--- src/rtl/pcie_phy_pkg.sv ---
`default_nettype none
// ============================================================================
// Module   : pcie_phy_pkg
// Brief    : Shared PHY scrambling helpers (24-bit LFSR step, keystream) and
//            skid-buffer state encoding, used by TX scrambler and RX descrambler.
// Revision : 1.0 - initial release
// ============================================================================
package pcie_phy_pkg;

    localparam int LFSR_WIDTH = 24;
    localparam int KS_WIDTH   = 32;

    typedef enum logic [1:0] {
        SKID_EMPTY = 2'd0,
        SKID_ONE   = 2'd1,
        SKID_TWO   = 2'd2
    } skid_state_t;

    // All-ones maps to itself; the RX side depends on this exact polynomial.
    function automatic logic [LFSR_WIDTH-1:0] lfsr_next(input logic [LFSR_WIDTH-1:0] lfsr);
        return {lfsr[22:0],
                lfsr[23] ^ lfsr[21] ^ lfsr[16] ^ lfsr[8] ^ lfsr[5] ^ lfsr[2] ^ 1'b1};
    endfunction

    function automatic logic [KS_WIDTH-1:0] keystream(input logic [LFSR_WIDTH-1:0] lfsr);
        return {lfsr, lfsr[23:16]};
    endfunction

endpackage : pcie_phy_pkg
`default_nettype wire

--- src/rtl/pcie_skid_buffer.sv ---
`default_nettype none
// ============================================================================
// Module   : pcie_skid_buffer
// Brief    : Generic 2-entry valid/ready skid buffer; in_ready is a pure
//            decode of the state register (no combinational path from out_ready).
// Revision : 1.0 - initial release
// ============================================================================
module pcie_skid_buffer
    import pcie_phy_pkg::*;
#(
    parameter int WIDTH = 129
) (
    input  logic             clk,
    input  logic             reset,
    input  logic             in_valid,
    output logic             in_ready,
    input  logic [WIDTH-1:0] in_data,
    output logic             out_valid,
    input  logic             out_ready,
    output logic [WIDTH-1:0] out_data
);

    skid_state_t      r_state;
    skid_state_t      w_state_next;
    logic [WIDTH-1:0] r_out;
    logic [WIDTH-1:0] r_skid;
    logic             w_accept;
    logic             w_load_out_in;
    logic             w_load_out_skid;
    logic             w_load_skid;

    assign in_ready  = (r_state != SKID_TWO);
    assign out_valid = (r_state != SKID_EMPTY);
    assign out_data  = r_out;
    assign w_accept  = in_valid && in_ready;

    always_comb begin
        w_state_next    = r_state;
        w_load_out_in   = 1'b0;
        w_load_out_skid = 1'b0;
        w_load_skid     = 1'b0;
        case (r_state)
            SKID_EMPTY: begin
                if (w_accept) begin
                    w_state_next  = SKID_ONE;
                    w_load_out_in = 1'b1;
                end
            end
            SKID_ONE: begin
                // Accept and drain together: output register takes the new beat, no bubble.
                if (w_accept && out_ready) begin
                    w_load_out_in = 1'b1;
                end else if (w_accept) begin
                    w_state_next = SKID_TWO;
                    w_load_skid  = 1'b1;
                end else if (out_ready) begin
                    w_state_next = SKID_EMPTY;
                end
            end
            SKID_TWO: begin
                if (out_ready) begin
                    w_state_next    = SKID_ONE;
                    w_load_out_skid = 1'b1;
                end
            end
            default: begin
                w_state_next = SKID_EMPTY;
            end
        endcase
    end

    always_ff @(posedge clk or posedge reset) begin
        if (reset) begin
            r_state <= SKID_EMPTY;
        end else begin
            r_state <= w_state_next;
        end
    end

    always_ff @(posedge clk or posedge reset) begin
        if (reset) begin
            r_out  <= '0;
            r_skid <= '0;
        end else begin
            if (w_load_out_in) begin
                r_out <= in_data;
            end else if (w_load_out_skid) begin
                r_out <= r_skid;
            end
            if (w_load_skid) begin
                r_skid <= in_data;
            end
        end
    end

endmodule : pcie_skid_buffer
`default_nettype wire

--- src/rtl/pcie_tx_scrambler.sv ---
`default_nettype none
// ============================================================================
// Module   : pcie_tx_scrambler
// Brief    : TX beat scrambler: XORs the low 32 bits of data beats with the
//            24-bit LFSR keystream shared with the RX descrambler.
// Revision : 1.0 - initial release
// ============================================================================
module pcie_tx_scrambler
    import pcie_phy_pkg::*;
#(
    parameter int                    DATA_WIDTH = 128,
    parameter logic [LFSR_WIDTH-1:0] LFSR_SEED  = 24'hFFFFFF
) (
    input  logic                  clk,
    input  logic                  reset,
    input  logic                  scramble_en,
    input  logic                  in_valid,
    output logic                  in_ready,
    input  logic [DATA_WIDTH-1:0] in_data,
    input  logic                  in_is_os,
    input  logic                  in_reseed,
    output logic                  out_valid,
    input  logic                  out_ready,
    output logic [DATA_WIDTH-1:0] out_data,
    output logic                  out_is_os
);

    logic [LFSR_WIDTH-1:0] r_lfsr;
    logic [DATA_WIDTH-1:0] w_ks;
    logic [DATA_WIDTH-1:0] w_scr_data;
    logic [DATA_WIDTH:0]   w_skid_out;
    logic                  w_accept;

    assign w_accept = in_valid && in_ready;

    // Only the low KS_WIDTH bits are scrambled; upper bits pass through.
    always_comb begin
        w_ks = '0;
        if (scramble_en && !in_is_os) begin
            w_ks[KS_WIDTH-1:0] = keystream(r_lfsr);
        end
    end

    assign w_scr_data = in_data ^ w_ks;

    // Re-seed wins over the advance; the current beat already used the old value.
    always_ff @(posedge clk or posedge reset) begin
        if (reset) begin
            r_lfsr <= LFSR_SEED;
        end else if (w_accept) begin
            if (in_reseed) begin
                r_lfsr <= LFSR_SEED;
            end else if (!in_is_os) begin
                r_lfsr <= lfsr_next(r_lfsr);
            end
        end
    end

    pcie_skid_buffer #(
        .WIDTH (DATA_WIDTH + 1)
    ) u_skid (
        .clk       (clk),
        .reset     (reset),
        .in_valid  (in_valid),
        .in_ready  (in_ready),
        .in_data   ({in_is_os, w_scr_data}),
        .out_valid (out_valid),
        .out_ready (out_ready),
        .out_data  (w_skid_out)
    );

    assign out_is_os = w_skid_out[DATA_WIDTH];
    assign out_data  = w_skid_out[DATA_WIDTH-1:0];

endmodule : pcie_tx_scrambler
`default_nettype wire

--- config.mk ---
export PLATFORM = sky130hd
export DESIGN_NAME = pcie_tx_scrambler
export DESIGN_NICKNAME = d
export VERILOG_FILES = /design/src/rtl/pcie_phy_pkg.sv /design/src/rtl/pcie_skid_buffer.sv /design/src/rtl/pcie_tx_scrambler.sv
export SDC_FILE = /design/constraint.sdc
export NUM_CORES = 1
export LEC_CHECK = 0
export BUFFER_PORTS_ARGS = -buffer_cell sky130_fd_sc_hd__buf_2
export CORE_UTILIZATION = 53
export CTS_BUF_LIST = sky130_fd_sc_hd__clkbuf_16
export CTS_CLUSTER_DIAMETER = 100
export DETAILED_ROUTE_END_ITERATION = 8
export PLACE_DENSITY_LB_ADDON = 0.3
export SYNTH_ARGS = -nofsm -noshare
export SYNTH_HDL_FRONTEND = slang
export SYNTH_SLANG_ARGS = --single-unit
--- constraint.sdc ---
create_clock -name clk -period 14.8 [get_ports clk]
set_input_delay 3.7 -clock clk [delete_from_list [all_inputs] [get_ports clk]]
set_output_delay 3.7 -clock clk [all_outputs]
set_load 0.03 [all_outputs]
==> summary.md <==
| Metric | Value |
|---|---|
| Peak VDD IR | 96.21 µV |
| Power Density | 196.0 nW/µm² |
| Run status | complete, no violations |
| Root Driver | clkbuf_16 |
| Yosys top cell by area | dfrtp_1 |
| Rows | 55 |
| Num Clock Sinks | 284 |
| Port buffer count | 265 |
| ANT nets after route | 0 |
| Distinct cell type count after synthesis | 31 |
| Area of the die | 23760 µm² |
| Sw frac | 35.73% |
| Number of flops mapped to enable cells by yosys | 0 |
| Max frequency | 165.1 MHz |
| Hold-fix buffers, CTS | 0 |
| DR pass1 iterations | 6 |
| Final setup TNS | 0 ps |
| Filler instances | 1777 |
| Worst Setup End Kind | register |
| Fin. Hold Viols | 0 |
| Critical Path AT | 6490 ps |
| CTS tree | yes |
| Synth Register Bits | 284 |
| Share of total power in the clock network | 23.7% |
| Final setup violation count | 0 |
| Startpoint class of the critical path | input port |
| Fraction of layout cells with a size suffix above 1 | 36.49% |
| Main synth FF type | dfrtp_1 |
| Worst slew pin tran | 1095 ps |
| Avg WL per Cell | 19.03 µm |
| Clock transition at the registers of the reported paths | 60 ps |
| Die height | 154.2 µm |
| FF+latch area | 7137 µm² |
| Slowest stage delay, CP | 810 ps |
| Pint | 1.837 mW |
| Initial antenna violation count | 7 |
| Post-Synthesis Net Count | 1064 |
| Worst path cell trace | buf_2 -> nor2b_4 -> buf_4 -> o21ai_4 -> buf_4 -> o21a_1 |
| Worst path required time | 15230 ps |
| Drt initial violations | 506 |
| Synthesized cell area | 12270 µm² |
| Core area | 22640 µm² |
| Rel. slew slack | 26.70% |
| Slowest cell on crit path | buf_4 |
| Area fraction of the dominant cell type after synthesis | 53.02% |
| Clock latency on the worst-skew pair | 550 ps |
| Final worst path period need | 6056 ps |
| Crit path max-delay family | buffers and inverters |
| Vias in the first global route | 8443 |
| Static Leak | 6.833 nW |
| Num CTS Buffers | 30 |
| Vias post-DR | 8492 |
| Final Util | 64.39% |
| Largest cells by area after synthesis | dfrtp_1 53%, mux2_2 7.8%, o32a_1 7.7%, mux2i_1 7.3%, o21a_1 5.8% |
| Worst Clk Skew | 14.15 ps |
| Largest net degree at the start of global routing | 158 |
| Part of the power in registers | 43.6% |
| Final net count | 1295 |
| Max-cap viol count | 0 |
| Multi-input gate area | 4683 µm² |
| RSZ-0062 raised after global routing | no |
| Post-CTS Setup Bufs | 0 |
| Area grow syn2layout | 18.80% |
| I/O Pins | 266 |
| Comb power frac | 32.7% |
| HPWL after DPL | 17410 µm |
| Final period util | 40.92% |
| Htree depth | 1 |
| # DRC | 0 |
| WS Path Type | input port to register |
| Avg Cell Area, Syn | 13.21 µm² |
| Hold Crit Class | register to register |
| Max Root-Sink Buffers | 3 |
| WP buf/inv | 3 |
| Post-synth ARST share | 100.0% |
| Gpl congestion | 0.7764 |
| Initial Utilization | 54.20% |
| Mapped Cells | 929 |
| Most frequent CP cell | buf_4 |
| Vias per cell | 5.769 |
| Congestion Overflow GR | 0 |
| Total global-route track usage | 23.60% |
| CP max FO | 76 |
| First-pass GRT wire length | 44790 µm |
| Yosys warnings | 0 |
| CTS resizes | 0 |
| Die width | 154.2 µm |
| Register area share after synthesis | 58.16% |
| Max Slew Vio Count | 0 |
| Psw | 1.021 mW |
| Final wirelength | 28010 µm |
-- synthesized netlist by cell type, types with 4 or more instances --
library cell / n
a21oi_1: 35
buf_1: 7
buf_2: 39
buf_6: 5
clkbuf_1: 23
dfrtp_1: 260
dfstp_2: 24
inv_1: 24
mux2_1: 12
mux2_2: 85
mux2i_1: 90
nand3b_1: 25
nor2_1: 56
o21a_1: 94
o32a_1: 94
xnor2_1: 4
xor2_1: 32
-- stage by stage --
| step | cell area, µm² | power, mW | hold slack, ps | worst slack, ps | std cells |
|---|---|---|---|---|---|
| 3_3_place_gp | 13680 | 2.161 | 465.5 | 8228 | 1413 |
| 3_5_place_dp | 13680 | 2.198 | 469.4 | 8212 | 1413 |
| 4_1_cts | 14570 | 2.880 | 478.8 | 8778 | 1469 |
| 6_report | 14580 | 2.858 | 474.1 | 8744 | 1472 |
| 5_1_grt | 14580 | 3.008 | 493.8 | 8580 | 1471 |
| 2_1_floorplan | 12270 | 1.920 | 455.8 | 3304 | 929 |
-- cell usage in the layout, fill, tap and decap left out, types with 2 or more instances in the layout --
cell         n
a21oi_1     35
buf_2      265
buf_4       11
clkbuf_16   31
clkinv_1     6
clkinv_2     8
dfrtp_1    260
dfstp_2     24
diode_2      3
inv_1       33
inv_8        2
mux2_1      12
mux2_2      85
mux2i_1     90
nand2b_1     2
nand3b_1    25
nor2_1      56
nor3_1       3
o21a_1      94
o32a_1      94
or2_2        2
xnor2_1      4
xor2_1      32
-- registers in the layout, indices dropped and copies added (netlist names) --
signal           flops
u_skid.out_data    129
u_skid.r_skid      129
r_lfsr              24
u_skid.r_state       2
-- final timing paths --
kind	startpoint	to	slack (ps)	cells past startpoint
worst max-delay path	out_ready	u_skid.out_data[67]$_DFFE_PP0P_	8740	6
worst min-delay path	r_lfsr[17]$_DFFE_PP1P_	r_lfsr[17]$_DFFE_PP1P_	470	2
worst max register to register	u_skid.r_state[0]$_DFFE_PP0P_	u_skid.out_data[67]$_DFFE_PP0P_	11590	5
worst min register to register	r_lfsr[17]$_DFFE_PP1P_	r_lfsr[17]$_DFFE_PP1P_	470	2
max in group asynchronous	reset	u_skid.r_skid[36]$_DFFE_PP0P_	9170	4
min in group asynchronous	reset	u_skid.r_skid[66]$_DFFE_PP0P_	3380	2
-- kinds of logic after synthesis --
kind of cell	share of synthesized area, %
AO/OA/AOI/OAI	15.14
XOR/XNOR	2.753
buffers and inverters	3.885
flip-flops	58.16
multiplexers	16.24
AND/OR/NAND/NOR	3.814
-- power groups by stage --
stage	registers (mW)	clock network, mW	logic, mW
2_1_floorplan	1.49	0	0.429
3_3_place_gp	1.24	0	0.917
3_5_place_dp	1.26	0	0.940
4_1_cts	1.25	0.689	0.944
5_1_grt	1.28	0.723	1.00
6_report	1.25	0.676	0.934
-- metal layers --
layer | vias to the layer above | share of wire (%) | track usage, %
met5 | - | 0.20 | 0
met4 | 8 | 2.8 | 7.381
met3 | 62 | 6.3 | 5.242
met2 | 249 | 48 | 38.14
met1 | 4312 | 42 | 31.83
li1 | 3861 | - | -
-- worst reg2reg max path, stage by stage, from the launching register on --
cell     delay [ps]
dfrtp_1         400
nor2b_4         630
buf_4           820
o21ai_4         470
buf_4           470
o21a_1          310
-- area by class of cell --
cell class / instances / share of cell area [%]
sequential: 284 / 48.96
antenna: 3 / 0.05150
clock inverter: 25 / 0.7639
tap: 285 / 2.446
multi-input combinational: 544 / 32.13
inverter: 24 / 0.6695
clock buffer: 31 / 5.321
timing repair buffer: 276 / 9.664
No activity file was read; power rests on OpenSTA's default activity.
